[src/rtl/fifo_chk_pkg.sv]
// Shared types and LFSR step for the FIFO self-test reader and generator.
// Both ends use lfsr_next so the sequences always agree.
package fifo_chk_pkg;

    typedef enum logic [2:0] {
        IDLE,
        READ,
        GAP,
        FLUSH,
        DONE
    } chk_state_e;

    localparam int LFSR_MAX_W = 32;

    // Works on up to 32-bit words; bits above width are masked off
    function automatic logic [31:0] lfsr_next(
        input logic [31:0] cur,
        input logic [31:0] taps,
        input int unsigned width
    );
        logic [31:0] m;
        logic        fb;
        m  = (width >= 32) ? '1 : ((32'd1 << width) - 32'd1);
        fb = ^(cur & taps & m);
        return ((cur << 1) | {31'd0, fb}) & m;
    endfunction

endpackage

[src/rtl/chk_lfsr.sv]
// Loadable Fibonacci-style LFSR, one step per advance pulse.
// Shared by the FIFO self-test reader and generator.
module chk_lfsr
    import fifo_chk_pkg::*;
#(
    parameter int                 DAT_BIT = 8,
    parameter logic [DAT_BIT-1:0] RST_VAL = DAT_BIT'('h01)
) (
    input  logic               clk_i,
    input  logic               rst_ni,
    input  logic               load_i,
    input  logic               advance_i,
    input  logic [DAT_BIT-1:0] seed_i,
    input  logic [DAT_BIT-1:0] taps_i,
    output logic [DAT_BIT-1:0] q_o
);

    logic [DAT_BIT-1:0] q_q;
    logic [DAT_BIT-1:0] q_d;

    // load wins over advance so a restart always begins at the seed
    always_comb begin
        q_d = q_q;
        if (load_i) begin
            q_d = seed_i;
        end else if (advance_i) begin
            q_d = DAT_BIT'(lfsr_next(32'(q_q), 32'(taps_i), DAT_BIT));
        end
    end

    always_ff @(posedge clk_i or negedge rst_ni) begin
        if (!rst_ni) begin
            q_q <= RST_VAL;
        end else begin
            q_q <= q_d;
        end
    end

    assign q_o = q_q;

endmodule

[config.mk]
export PLATFORM = sky130hd
export DESIGN_NAME = chk_lfsr
export DESIGN_NICKNAME = d
export VERILOG_FILES = /design/src/rtl/fifo_chk_pkg.sv /design/src/rtl/chk_lfsr.sv
export SDC_FILE = /design/constraint.sdc
export NUM_CORES = 1
export LEC_CHECK = 0
export ABC_AREA = 1
export CORE_MARGIN = 5
export CORE_UTILIZATION = 41
export DETAILED_ROUTE_END_ITERATION = 7
export PLACE_DENSITY = 0.82
export SLEW_MARGIN = 20
export SYNTH_ARGS = -nofsm -noshare
export SYNTH_HDL_FRONTEND = slang
export SYNTH_SLANG_ARGS = --single-unit
[constraint.sdc]
create_clock -name clk_i -period 2.6 [get_ports clk_i]
set_input_delay 0.52 -clock clk_i [delete_from_list [all_inputs] [get_ports clk_i]]
set_output_delay 0.52 -clock clk_i [all_outputs]
set_load 0.02 [all_outputs]
; Word level (Yosys, flattened, before mapping)
; Index checks and enable logic that the tools add are counted.
[classes]
mux = 2
n_bitwise = 2
reduce_logical = 2
[ops]
columns = operator, count
row1 = XOR reduction 32 bit, 1
row2 = two-way mux 8 bit, 2
row3 = AND 8 bit, 1
row4 = bitwise OR 8 x 1 -> 8 bit, 1
row5 = nonzero test 2 bit, 1
[totals]
reg_bits = 8
input_bits = 20
out_inout_bits = 8
elab_cells = 7

; Logic depth before layout (Yosys ltp)
[depth]
depth_word = 5
depth_mapped = 9
ltp_nobuf = 9

; Worst setup path before layout
; No wires, ideal clock.
[synth_path]
kind = flip-flop to flip-flop
startpoint = register q_q[0], in the netlist q_o[0]
endpoint = register q_q[0], in the netlist q_o[0]
setup_ns = 0.080
arrival_time_ns = 1.082
required_ns = 2.520
slack_ns = 1.438
stages_incl_launch_ff = 8
n_path_buf = 0
period_less_slack_ns = 1.162
cell_sequence = dfstp_2 nand2_2 xnor2_2 nand2_1 nand2_1 nand2_1 nand3_1 nand2_1
[synth_via]
elab_chain_cells = 5
[synth_rtl]
columns = item, line_no
row1 = from (decl), chk_lfsr.sv:18  ; logic [DAT_BIT-1:0] q_q;
row2 = from (signal assigned), chk_lfsr.sv:35  ; q_q <= q_d;
row3 = AND 8 bit, fifo_chk_pkg.sv:24  ; fb = ^(cur & taps & m);
row4 = XOR reduction 32 bit, fifo_chk_pkg.sv:24
row5 = bitwise OR 8 x 1 -> 8 bit, fifo_chk_pkg.sv:25  ; return ((cur << 1) | {31'd0, fb}) & m;
row6 = two-way mux 8 bit, chk_lfsr.sv:26  ; end else if (advance_i) begin
row7 = two-way mux 8 bit, chk_lfsr.sv:24  ; if (load_i) begin
; Every way passes these cells. The select of a mux whose other input is x is not followed.
; A chain may end at the register's enable or synchronous reset.

; Worst setup path after layout
[layout_path]
startpoint = register q_q[0], in the netlist q_o[0]
endpoint = output q_o[0]
[layout_lines]
columns = item, line_no
row1 = to (decl), chk_lfsr.sv:15  ; output logic [DAT_BIT-1:0] q_o
; No word-level cell between the ends.

==> reports/qor.yml <==
vias: 640
syn_to_final_growth_pct: 55.9
synth_seq_cells: 8
drt.antenna.violating_nets: 0
ys_seq_area_share_pct: 36.3
cts_tree: "built"
routed_wl_mm: 1.40
vias_per_cell: 4.92
worstMarginPinSlew_ns: 0.367
rr_endpoint: "q_o[0]$_DFFE_PN1P_"
powerDensity_mw_per_mm2: 478
final.setup.worst_slack_ns: 0.643
r2r-start: "q_o[0]$_DFFE_PN1P_"
syn_area_per_cell_um2: 6.54
start_util_pct: 43.2
multi_input_comb_area_um2: 330
largest_reg_flops: 8
ctsHoldBuffers: 0
slowest_delay_ns: 0.61
status: "finished clean"
tns_ns: 0
finalHoldViolations: 0
pin_count: 28
fin_skew_ns: 0.00275
setup.worst_path.end: "q_o[0]"
fin_crit_ns: 1.96
die_area_mm2: 0.00219
drive_gt1_share_pct: 13.0
final_nets: 136
synth_area_um2: 556
rsz0062_at_grt: "false"
drt-wirelength-per-cell_um: 10.8
slew_headroom_pct: 75.4
p_leak_nw: 0.426
path_cells: "clkdlybuf4s50_1"
seq_area_um2: 201
fillers: 122
synth_nets: 105
grt_max_degree: 11
holdCritPathClass: "in -> async"
numCtsBuffers: 3
holdWs_ns: 0.539
crit_start: "q_o[0]$_DFFE_PN1P_"
clk_pin_slew_worst_paths_ns: 0.06
die_w_um: 46.8
cts_htree_levels: 1
crit_family: "buffers and inverters"
cp_max_fo: 5
dp_hpwl_mm: 1.14
grt_pass1_vias: 567
crit_slowest_cell: "clkdlybuf4s50_1"
grt_pass1_wl_mm: 2.30
portBuffers: 27
clock_latency_ns: 0.25
slew_violations: 0
drt-pass1-iter-count: 4
die_h_um: 46.8
drc: 0
num_antenna_cells: 0
ff2ff_path_depth: 8
cts_setup_buffers: 0
cts_root_buf: "clkbuf_4"
antenna_found_initial: 0
cts_sinks: 8
fmax_ghz: 0.511
drt_iter0_drc: 20
arrival_ns: 1.44
post_cts_resized: 0
finalCritPeriodShare_pct: 75.3
grt_usage_pct: 14.5
synth_cells: 85
setup_viol: 0
cp_num_cells: 1
cp-end-kind: "output port"
clockBufferDepth: 2
preCtsSetupSlack_ns: 0.851
grt.overflow.total: 0
synth_cell_types: 11
r2r_setup_slack_ns: 1.44
gp_congestion: 0.739
critPathLaunchType: "flop"
path_buf_inv: 1
required_ns: 2.08
yosysWarnings: 0
rows: 13
peakVddDrop_mv: 0.291
criticalPathCategory: "reg -> out"
core_area_mm2: 0.00128
maxCapViolations: 0
[how the worst min path moves through the flow]
stage                                  start                 end  slack (ns)  cells after the start
after CTS                 q_o[0]$_DFFE_PN1P_  q_o[1]$_DFFE_PN0P_        0.54                      2
final                                 rst_ni  q_o[5]$_DFFE_PN0P_        0.54                      1
after floorplan                       rst_ni  q_o[1]$_DFFE_PN0P_        0.22                      0
after global routing                  rst_ni  q_o[4]$_DFFE_PN0P_        0.57                      1
after detailed placement  q_o[0]$_DFFE_PN1P_  q_o[1]$_DFFE_PN0P_        0.53                      2
after global placement    q_o[0]$_DFFE_PN1P_  q_o[1]$_DFFE_PN0P_        0.53                      2
[area by class of cell]
class | instances | share of cell area [%]
tap | 15 | 2.17
inverter | 5 | 2.17
sequential | 8 | 23.3
clock buffer | 4 | 3.03
multi-input combinational | 71 | 38.2
timing repair buffer | 27 | 31.2
[cell usage in the layout (no fill, tap or decap), drive strengths merged]
cell type       n
a22oi           2
nor2            1
dfrtp           7
dfstp           1
clkdlybuf4s50  27
nand3          13
clkbuf          4
xnor2           2
nand2          53
inv             5
[routing by layer]
layer	wire (um)	global-route usage (%)	vias to the layer above	part of all wire, %
met5	0	0	-	0
met1	563	19.5	289	40
met4	0	3.31	0	0
met2	749	24.4	21	53
li1	-	-	330	-
met3	89	2.30	0	6.3
[cell usage after synthesis]
cell type,count,area [um2]
nand2_1,48,180
nand3_1,13,65.1
dfrtp_1,7,175
nand2_2,5,31.3
inv_2,3,11.3
a22oi_1,2,15.0
inv_1,2,7.51
xnor2_2,2,32.5
buf_2,1,5.00
dfstp_2,1,26.3
nor2_2,1,6.26
[cells by family after synthesis]
| logic type | after synthesis | share of synthesized area (%) |
|---|---|---|
| DFF | 8 | 36.3 |
| AOI/OAI and AO/OA | 2 | 2.70 |
| buffers and inverters | 6 | 4.28 |
| xor gates and xnor gates | 2 | 5.86 |
| and+or+nand+nor | 67 | 50.9 |
[metrics by stage]
step,power (mW),instance area (um2),util (%),instances
after global routing,0.441,866,67.4,130
after detailed placement,0.313,840,65.3,126
after global placement,0.309,840,65.3,126
final,0.414,866,67.4,130
after CTS,0.417,866,67.4,130
after floorplan,0.238,556,-,85
[report_power, final]
group          internal, mW  switching, mW  leakage [nW]  total, mW
Clock                0.0589         0.0454        0.0150      0.104
Combinational        0.0778         0.0735         0.315      0.151
Sequential            0.140         0.0181        0.0960      0.158
Note: power is estimated with default switching activity, not from simulation.
